[src/rtl/present_dec_core_if.sv]
// present_dec_core_if
// -------------------
// Request/response bundle for the PRESENT-80 decryption core.
//   start_i : request strobe, taken only while ready_o is high
//   data_i  : 64-bit ciphertext, sampled on the accepting edge
//   key_i   : 80-bit user key, sampled on the accepting edge
//   ready_o : core is idle and will take a request
//   valid_o : one-cycle pulse, data_o carries a fresh plaintext
//   data_o  : 64-bit plaintext, held until the next result
// The master modport is the requester; the slave modport is the core.
`timescale 1ns/1ps

interface present_dec_core_if;
    logic        start_i;
    logic [63:0] data_i;
    logic [79:0] key_i;
    logic        ready_o;
    logic        valid_o;
    logic [63:0] data_o;

    modport master (
        output start_i,
        output data_i,
        output key_i,
        input  ready_o,
        input  valid_o,
        input  data_o
    );

    modport slave (
        input  start_i,
        input  data_i,
        input  key_i,
        output ready_o,
        output valid_o,
        output data_o
    );
endinterface

[src/rtl/present_dec_core.sv]
// present_dec_core
// ----------------
// Iterative PRESENT-80 decryption. The key schedule is first run forward
// to reach the last round key, the state is whitened with it, and the
// rounds are then undone one per cycle (inverse pLayer, inverse S-box
// layer, XOR with the round key recovered by stepping the schedule back).
//   clk_i   : system clock, rising edge
//   rst_n_i : asynchronous active-low reset
//   bus     : present_dec_core_if.slave (start/data/key in, ready/valid/data out)
`timescale 1ns/1ps

module present_dec_core #(
    parameter int ROUNDS = 31
) (
    input  logic               clk_i,
    input  logic               rst_n_i,
    present_dec_core_if.slave  bus
);

    localparam logic [2:0] ST_IDLE   = 3'd0;
    localparam logic [2:0] ST_KEYGEN = 3'd1;
    localparam logic [2:0] ST_WHITEN = 3'd2;
    localparam logic [2:0] ST_DEC    = 3'd3;
    localparam logic [2:0] ST_DONE   = 3'd4;

    localparam logic [4:0] LAST_ROUND = 5'(ROUNDS);

    logic [2:0]  fsm_q,   fsm_d;
    logic [63:0] state_q, state_d;
    logic [79:0] key_q,   key_d;
    logic [4:0]  cnt_q,   cnt_d;
    logic [63:0] data_q,  data_d;
    logic        valid_q, valid_d;

    logic [79:0] key_fwd;
    logic [79:0] key_bwd;
    logic [63:0] state_dec;

    function automatic logic [3:0] sbox(input logic [3:0] x);
        logic [3:0] y;
        case (x)
            4'h0: y = 4'hC;  4'h1: y = 4'h5;  4'h2: y = 4'h6;  4'h3: y = 4'hB;
            4'h4: y = 4'h9;  4'h5: y = 4'h0;  4'h6: y = 4'hA;  4'h7: y = 4'hD;
            4'h8: y = 4'h3;  4'h9: y = 4'hE;  4'hA: y = 4'hF;  4'hB: y = 4'h8;
            4'hC: y = 4'h4;  4'hD: y = 4'h7;  4'hE: y = 4'h1;  default: y = 4'h2;
        endcase
        return y;
    endfunction

    function automatic logic [3:0] sbox_inv(input logic [3:0] x);
        logic [3:0] y;
        case (x)
            4'h0: y = 4'h5;  4'h1: y = 4'hE;  4'h2: y = 4'hF;  4'h3: y = 4'h8;
            4'h4: y = 4'hC;  4'h5: y = 4'h1;  4'h6: y = 4'h2;  4'h7: y = 4'hD;
            4'h8: y = 4'hB;  4'h9: y = 4'h4;  4'hA: y = 4'h6;  4'hB: y = 4'h3;
            4'hC: y = 4'h0;  4'hD: y = 4'h7;  4'hE: y = 4'h9;  default: y = 4'hA;
        endcase
        return y;
    endfunction

    function automatic logic [63:0] sinv_layer(input logic [63:0] x);
        logic [63:0] y;
        y = '0;
        for (int j = 0; j < 16; j++) begin
            y[6'(4*j) +: 4] = sbox_inv(x[6'(4*j) +: 4]);
        end
        return y;
    endfunction

    // The forward pLayer sends bit i to 16*i mod 63, so the inverse
    // simply gathers each output bit from that position.
    function automatic logic [63:0] pinv_layer(input logic [63:0] x);
        logic [63:0] y;
        y = '0;
        for (int i = 0; i < 63; i++) begin
            y[6'(i)] = x[6'((16*i) % 63)];
        end
        y[63] = x[63];
        return y;
    endfunction

    // Forward schedule step: rotate left 61, S-box the top nibble,
    // fold the round counter into bits [19:15].
    always_comb begin
        logic [79:0] rot;
        rot     = {key_q[18:0], key_q[79:19]};
        key_fwd = {sbox(rot[79:76]), rot[75:20], rot[19:15] ^ cnt_q, rot[14:0]};
    end

    // Backward schedule step, undoing the forward one in reverse order:
    // remove the counter, invert the top nibble, rotate right 61.
    always_comb begin
        logic [79:0] t;
        t       = {key_q[79:20], key_q[19:15] ^ cnt_q, key_q[14:0]};
        t       = {sbox_inv(t[79:76]), t[75:0]};
        key_bwd = {t[60:0], t[79:61]};
    end

    assign state_dec = sinv_layer(pinv_layer(state_q)) ^ key_bwd[79:16];

    always_comb begin
        fsm_d   = fsm_q;
        state_d = state_q;
        key_d   = key_q;
        cnt_d   = cnt_q;
        data_d  = data_q;
        valid_d = 1'b0;
        case (fsm_q)
            ST_IDLE: begin
                if (bus.start_i) begin
                    state_d = bus.data_i;
                    key_d   = bus.key_i;
                    cnt_d   = 5'd1;
                    fsm_d   = ST_KEYGEN;
                end
            end
            ST_KEYGEN: begin
                key_d = key_fwd;
                cnt_d = cnt_q + 5'd1;
                if (cnt_q == LAST_ROUND) begin
                    fsm_d = ST_WHITEN;
                end
            end
            ST_WHITEN: begin
                state_d = state_q ^ key_q[79:16];
                cnt_d   = LAST_ROUND;
                fsm_d   = ST_DEC;
            end
            ST_DEC: begin
                state_d = state_dec;
                key_d   = key_bwd;
                cnt_d   = cnt_q - 5'd1;
                if (cnt_q == 5'd1) begin
                    fsm_d = ST_DONE;
                end
            end
            ST_DONE: begin
                data_d  = state_q;
                valid_d = 1'b1;
                fsm_d   = ST_IDLE;
            end
            default: begin
                fsm_d = ST_IDLE;
            end
        endcase
    end

    always_ff @(posedge clk_i or negedge rst_n_i) begin
        if (!rst_n_i) begin
            fsm_q   <= ST_IDLE;
            state_q <= '0;
            key_q   <= '0;
            cnt_q   <= '0;
            data_q  <= '0;
            valid_q <= 1'b0;
        end else begin
            fsm_q   <= fsm_d;
            state_q <= state_d;
            key_q   <= key_d;
            cnt_q   <= cnt_d;
            data_q  <= data_d;
            valid_q <= valid_d;
        end
    end

    assign bus.ready_o = (fsm_q == ST_IDLE);
    assign bus.valid_o = valid_q;
    assign bus.data_o  = data_q;

endmodule

[src/flat_wrapper.sv]
// flat-port wrapper written by rule: the top's interface ports become plain ports
module present_dec_core_flat 
#(
    parameter int ROUNDS = 31
)
  (clk_i, rst_n_i, bus_start_i, bus_data_i, bus_key_i, bus_ready_o, bus_valid_o, bus_data_o);
  present_dec_core_if bus_i ();
  input  logic clk_i;
  input  logic rst_n_i;
  input wire logic [$bits(bus_i.start_i)-1:0] bus_start_i;
  input wire logic [$bits(bus_i.data_i)-1:0] bus_data_i;
  input wire logic [$bits(bus_i.key_i)-1:0] bus_key_i;
  output wire logic [$bits(bus_i.ready_o)-1:0] bus_ready_o;
  output wire logic [$bits(bus_i.valid_o)-1:0] bus_valid_o;
  output wire logic [$bits(bus_i.data_o)-1:0] bus_data_o;
  assign bus_i.start_i = bus_start_i;
  assign bus_i.data_i = bus_data_i;
  assign bus_i.key_i = bus_key_i;
  assign bus_ready_o = bus_i.ready_o;
  assign bus_valid_o = bus_i.valid_o;
  assign bus_data_o = bus_i.data_o;
  present_dec_core #(.ROUNDS(ROUNDS)) u_core (.clk_i(clk_i), .rst_n_i(rst_n_i), .bus(bus_i));
endmodule
[config.mk]
export PLATFORM = sky130hd
export DESIGN_NAME = present_dec_core_flat
export DESIGN_NICKNAME = d
export VERILOG_FILES = /design/src/rtl/present_dec_core_if.sv /design/src/rtl/present_dec_core.sv /design/src/flat_wrapper.sv
export SDC_FILE = /design/constraint.sdc
export NUM_CORES = 1
export LEC_CHECK = 0
export ABC_AREA = 1
export BUFFER_PORTS_ARGS = -buffer_cell sky130_fd_sc_hd__buf_2
export CAP_MARGIN = 20
export CORE_ASPECT_RATIO = 2
export CORE_MARGIN = 8
export CORE_UTILIZATION = 50
export CTS_CLUSTER_DIAMETER = 50
export DETAILED_ROUTE_END_ITERATION = 16
export GPL_ROUTABILITY_DRIVEN = 1
export HOLD_SLACK_MARGIN = 0.03
export PLACE_DENSITY = 0.72
export SLEW_MARGIN = 5
export SYNTH_ARGS = -nofsm -noshare
export SYNTH_HDL_FRONTEND = slang
export SYNTH_SLANG_ARGS = --single-unit
[constraint.sdc]
create_clock -name clk_i -period 1.9 [get_ports clk_i]
set_input_delay 0 -clock clk_i [delete_from_list [all_inputs] [get_ports clk_i]]
set_output_delay 0 -clock clk_i [all_outputs]
set_load 0.01 [all_outputs]
* Yosys cells after proc, flatten, opt, wreduce, memory -nomap -nowiden *
Memory sizes are Yosys's and may differ from the RTL's.
Index checks and enable logic that the tools add are counted.

operators by class
  eq/ne operators = 9
  bitwise operators = 4
  reduce and logical (&&, ||, !) cells = 8
  $lt $le $gt $ge = 0
  multiplexer cells = 11
  $add $sub $neg = 2
  shifts and indexed selects = 0
  multipliers = 0
  div/mod/pow operators = 0

operators by type and width
  cell                 number
  $pmux 80 s3          1
  $pmux 64 s3          1
  $mux 80              1
  $mux 64              1
  $xor 32x64->64       1
  $xor 64x64->64       1
  $pmux 5 s4           1
  $pmux 3 s4           1
  $xor 5x5->5          2
  $mux 3               3
  $eq 3x2->1 const B   2
  $reduce_and 2->1     3
  $reduce_bool 3->1    2
  $add 5x1->5 const B  1
  $eq 5x1->1 const B   1
  $eq 5x5->1 const B   1
  $mux 5               1
  $sub 5x1->5 const B  1
  $ne 2x1->1 const B   2
  $reduce_bool 4->1    1
  $eq 3x1->1 const B   1
  $eq 3x3->1 const B   1
  $logic_not 3->1      1
  $reduce_and 3->1     1
  other kinds (2)      2

storage, ports and cells
  output and inout port bits = 66
  memories = 10
  bits in latches = 0
  flip-flop bits (word level) = 217
  RAM bits = 0
  memory bits (read-only) = 640

memory list
  name             depth  width  rd ports  clocked after Yosys merged registers in  write ports  line                    RTL
  (no name shown)  16     4      1         0                                        0            present_dec_core.sv:52  case (x)
  (no name shown)  16     4      1         0                                        0            present_dec_core.sv:52
  (no name shown)  16     4      1         0                                        0            present_dec_core.sv:52
  (no name shown)  16     4      1         0                                        0            present_dec_core.sv:52
  (no name shown)  16     4      1         0                                        0            present_dec_core.sv:52
  (no name shown)  16     4      1         0                                        0            present_dec_core.sv:52
  +4 memories      n/a    n/a    n/a       n/a                                      n/a          n/a

* Depth between registers and ports, before layout *
  depth after elaboration = 3
  depth in mapped cells = 9
  mapped depth without buffers = 9

* Least setup slack after synthesis *
Ideal clock, no wire load.

  kind = register to register
  start = reg u_core.fsm_q[1]
  end = reg u_core.key_q[2]
  setup time = 0.132 ns
  period minus slack after synthesis = 1.466 ns
  arrival time = 1.334 ns
  data required time = 1.768 ns
  path slack = 0.434 ns
  path buffers = 3
  stages on the path, launching flop included = 10
  cell sequence = dfrtp_1 -> buf_2 -> nor2_2 -> nand3_2 -> nand2_1 -> inv_2 -> buf_2 -> buf_2 -> nand2_1 -> o21ai_0

on the way
  cells in the longest elaborated chain, start to end = 3
  elaborated cells between the ends (all ways) = 7
  classes of those cells = eq/ne (3); mux (1); reduce/logical (3)

ends and longest elaborated chain
  element                                                           line                     RTL
  start, declared                                                   present_dec_core.sv:28   logic [2:0] fsm_q, fsm_d;
  start signal, assigned                                            present_dec_core.sv:157  fsm_q <= fsm_d;
  $eq 3x1->1, or another cell as far along                          present_dec_core.sv:108  case (fsm_q)
  $reduce_bool 3->1 (no line) / $ne 2x2->1 (equally long branches)  n/a
  $reduce_and 2->1 (no line)                                        n/a
  end signal, assigned                                              present_dec_core.sv:159  key_q <= key_d;
  end, declared                                                     present_dec_core.sv:30   logic [79:0] key_q, key_d;

Several ways; a longest one is shown, not always the timed one.
A chain may end at the register's enable or synchronous reset.

* Worst setup path in the final report *
  start = reg u_core.fsm_q[2]
  end = reg u_core.key_q[79]

The elaborated chain is that of the path after synthesis.

==> impl_metrics.py <==
metrics = {
    "global_route": {
        "grt_use_total": 0.298,
        "grt_pass1_wl_mm": 69.9,
        "antenna_found_initial": 0,
        "grt_pass1_vias": 12500,
        "grt_max_degree": 65,
        "overflow": 0,
    },
    "power": {
        "power_mw": 31.4,
        "p_leak_nw": 7.75,
        "ir_drop_mv": 1.37,
        "powerDensity_nw_per_um2": 1970,
    },
    "drt": {
        "wire_per_inst_um": 20.2,
        "antenna_left": 0,
        "wirelength_mm": 44.8,
        "vias": 12500,
        "drt_first_pass_iters": 6,
        "drt_iter0_drc": 1121,
        "viasPerCell": 5.65,
        "drc": 0,
    },
    "placed_design": {
        "post-place-ws_ns": 0.218,
        "place_congestion": 0.968,
        "dp_hpwl_mm": 31.3,
        "io_buffers": 212,
    },
    "cts": {
        "cts.clk_slew.worst_paths_ns": 0.07,
        "worstSkewPairLatency_ns": 0.53,
        "cts_buffers": 22,
        "cts.sinks": 217,
        "h-tree-depth": 1,
        "cts-root-buf": "clkbuf_16",
        "cts.path.max_buffers": 3,
        "cts.repair.resized": 0,
        "cts_tree": "yes",
    },
    "die": {
        "fp.coreArea_um2": 24200,
        "rows": 81,
        "io_pins": 213,
        "die_w_um": 126,
        "start_util": 0.503,
        "die_y_um": 237,
        "die_area_um2": 29900,
    },
    "yosys": {
        "avgSynthCellArea_um2": 7.68,
        "yosys.cell_types.count": 30,
        "synth_fp_nets": 1774,
        "synth_edf_count": 0,
        "ys_seq_area_frac": 0.445,
        "synth_area_um2": 12200,
        "async_flop_share": 1.00,
        "syn_inst": 1588,
        "ys_seq_elements": 217,
        "yosys_warnings": 0,
        "ys.flop_type": "dfrtp_1",
    },
    "worst_setup_path": {
        "arrival_ns": 2.14,
        "critical_path.top_delay_family": "simple AND/OR/NAND/NOR gates",
        "slowest_stage": "dfrtp_1",
        "max_stage_delay_ns": 0.46,
        "critPathLaunchType": "register",
        "crit_buf_inv": 2,
        "worstSetupPathType": "register to register",
        "cp_max_fo": 21,
        "worstPathRequired_ns": 2.34,
        "r2r_cells": 8,
        "cp_common_cell": "nand2_1",
        "cp_cell_sequence": "inv_2, nand2_2, nor2_4, buf_4, nand2_1, nand2_1, nor2_1, a22oi_1",
        "cp-end-kind": "register",
        "crit_cells": 8,
    },
    "sta": {
        "finalSetupViolations": 0,
        "fin_worst_skew_ns": 0.0188,
        "setup_slack_ns": 0.201,
        "setup-tns-final_ns": 0,
        "tightestPinTransition_ns": 0.513,
        "slew_headroom": 0.658,
        "fmax_ghz": 0.589,
        "drv_slew": 0,
        "grt_setup_unrepaired": "no",
        "hold_viol": 0,
        "fin_crit_ns": 1.70,
        "post-route-period-util": 0.894,
    },
    "layout": {
        "final_cell_mix": "nand2_1, dfrtp_1, buf_2",
        "fill_cells": 1948,
        "drive_gt1_frac": 0.161,
        "register_area_um2": 5430,
        "insertedDiodeCount": 0,
        "syn2layout_area_growth_pct": 30.7,
        "final_common_cell": "nand2_1",
        "final_nets": 2103,
        "multi_input_comb_area_um2": 5830,
    },
    "status": {
        "status": "completed",
    },
    "run": {
        "drv_cap": 0,
    },
    "worst_hold_path": {
        "worst_hold_path_type": "primary input to register",
        "hold_path_depth": 5,
    },
}
## synthesized netlist by cell type, types with 2 or more instances
cell type / n / share of area
a21boi_0: 7 / 0.0043
o21ai_0: 192 / 0.079
nand3_1: 66 / 0.027
nor2_1: 66 / 0.020
inv_1: 139 / 0.043
nor2_2: 4 / 0.0021
xnor2_1: 57 / 0.041
or2_2: 7 / 0.0036
a22oi_1: 3 / 0.0018
nand2_2: 2 / 0.0010
inv_2: 5 / 0.0015
buf_2: 39 / 0.016
nand3b_1: 3 / 0.0018
xor2_1: 11 / 0.0079
clkbuf_2: 2 / 0.00082
buf_1: 3 / 0.00092
buf_4: 3 / 0.0018
ha_1: 39 / 0.040
o211ai_1: 70 / 0.043
a31oi_1: 10 / 0.0051
o21ai_1: 56 / 0.023
dfrtp_1: 217 / 0.45
nand2_1: 469 / 0.14
clkbuf_1: 45 / 0.014
a21oi_1: 66 / 0.027
nor3_1: 3 / 0.0012
## worst register-to-register path, stage by stage (launching register included)
cell and delay [ns]:
dfrtp_1 0.46, inv_2 0.17, nand2_2 0.09, nor2_4 0.16, buf_4 0.29, nand2_1 0.13, nand2_1 0.09, nor2_1 0.06
a22oi_1 0.17
## cells by family (layout without fill, tap and decap cells)
family          after synthesis  after routing  share of synthesized area
buf+inv                     237            581                     0.0787
xor+xnor                     68             68                     0.0489
flops                       217            217                      0.445
fa+ha+maj                    39             39                     0.0400
simple gates                621            621                      0.202
compound gates              406            406                      0.185
## final timing paths
check	startpoint	end	slack [ns]
max	u_core.fsm_q[2]	u_core.key_q[79]	0.20
max in group asynchronous	rst_n_i	u_core.key_q[38]	0.33
min in group asynchronous	rst_n_i	u_core.bus.data_o[8]	0.55
max reg2reg	u_core.fsm_q[2]	u_core.key_q[79]	0.20
min reg2reg	u_core.bus.data_o[18]	u_core.bus.data_o[18]	0.48
min	bus_key_i[79]	u_core.key_q[79]	0.06
## flip-flops by register name, summed over array words and instances, names as in the netlist
register / flops
u_core.fsm_q: 3
u_core.bus.valid_o: 1
u_core.state_q: 64
u_core.bus.data_o: 64
u_core.cnt_q: 5
u_core.key_q: 80
## final cells by class
class | instances | share of cell area
Inverter | 144 | 0.0339
Multi-Input combinational cell | 1134 | 0.366
Tap cell | 290 | 0.0228
Clock buffer | 28 | 0.0385
Clock inverter | 11 | 0.00777
Timing Repair Buffer | 398 | 0.190
Sequential cell | 217 | 0.341
## through the flow
stage | hold WS [ns] | cells | cell area [um2] | utilization
after detailed placement | -0.00942 | 2036 | 13700 | 0.567
after floorplan | -0.296 | 1588 | 12200 | -
final | 0.0626 | 2222 | 15900 | 0.658
after global placement | -0.0133 | 2036 | 13700 | 0.567
after global routing | 0.0820 | 2222 | 15900 | 0.658
after CTS | 0.0337 | 2222 | 15900 | 0.658
## repair_timing
action | 4_1_cts | 5_1_grt
hold buffers | 147 | 0
buffers inserted | 0 | 0
hold endpoints to repair | 361 | 0
## per-layer routing
layer	GRT usage	vias up	wire [um]
met4	0.204	0	3350
met2	0.499	673	21600
met3	0.0496	162	3580
met1	0.339	5875	16300
met5	0	-	0
li1	-	5835	-
## power breakdown
part	leakage, nW	switching (mW)	total [mW]	internal (mW)
sequential	2.68	2.32	9.31	6.99
combinational	4.70	11.0	17.5	6.53
clock	0.369	1.96	4.53	2.57
No activity file was read; power rests on OpenSTA's default activity.
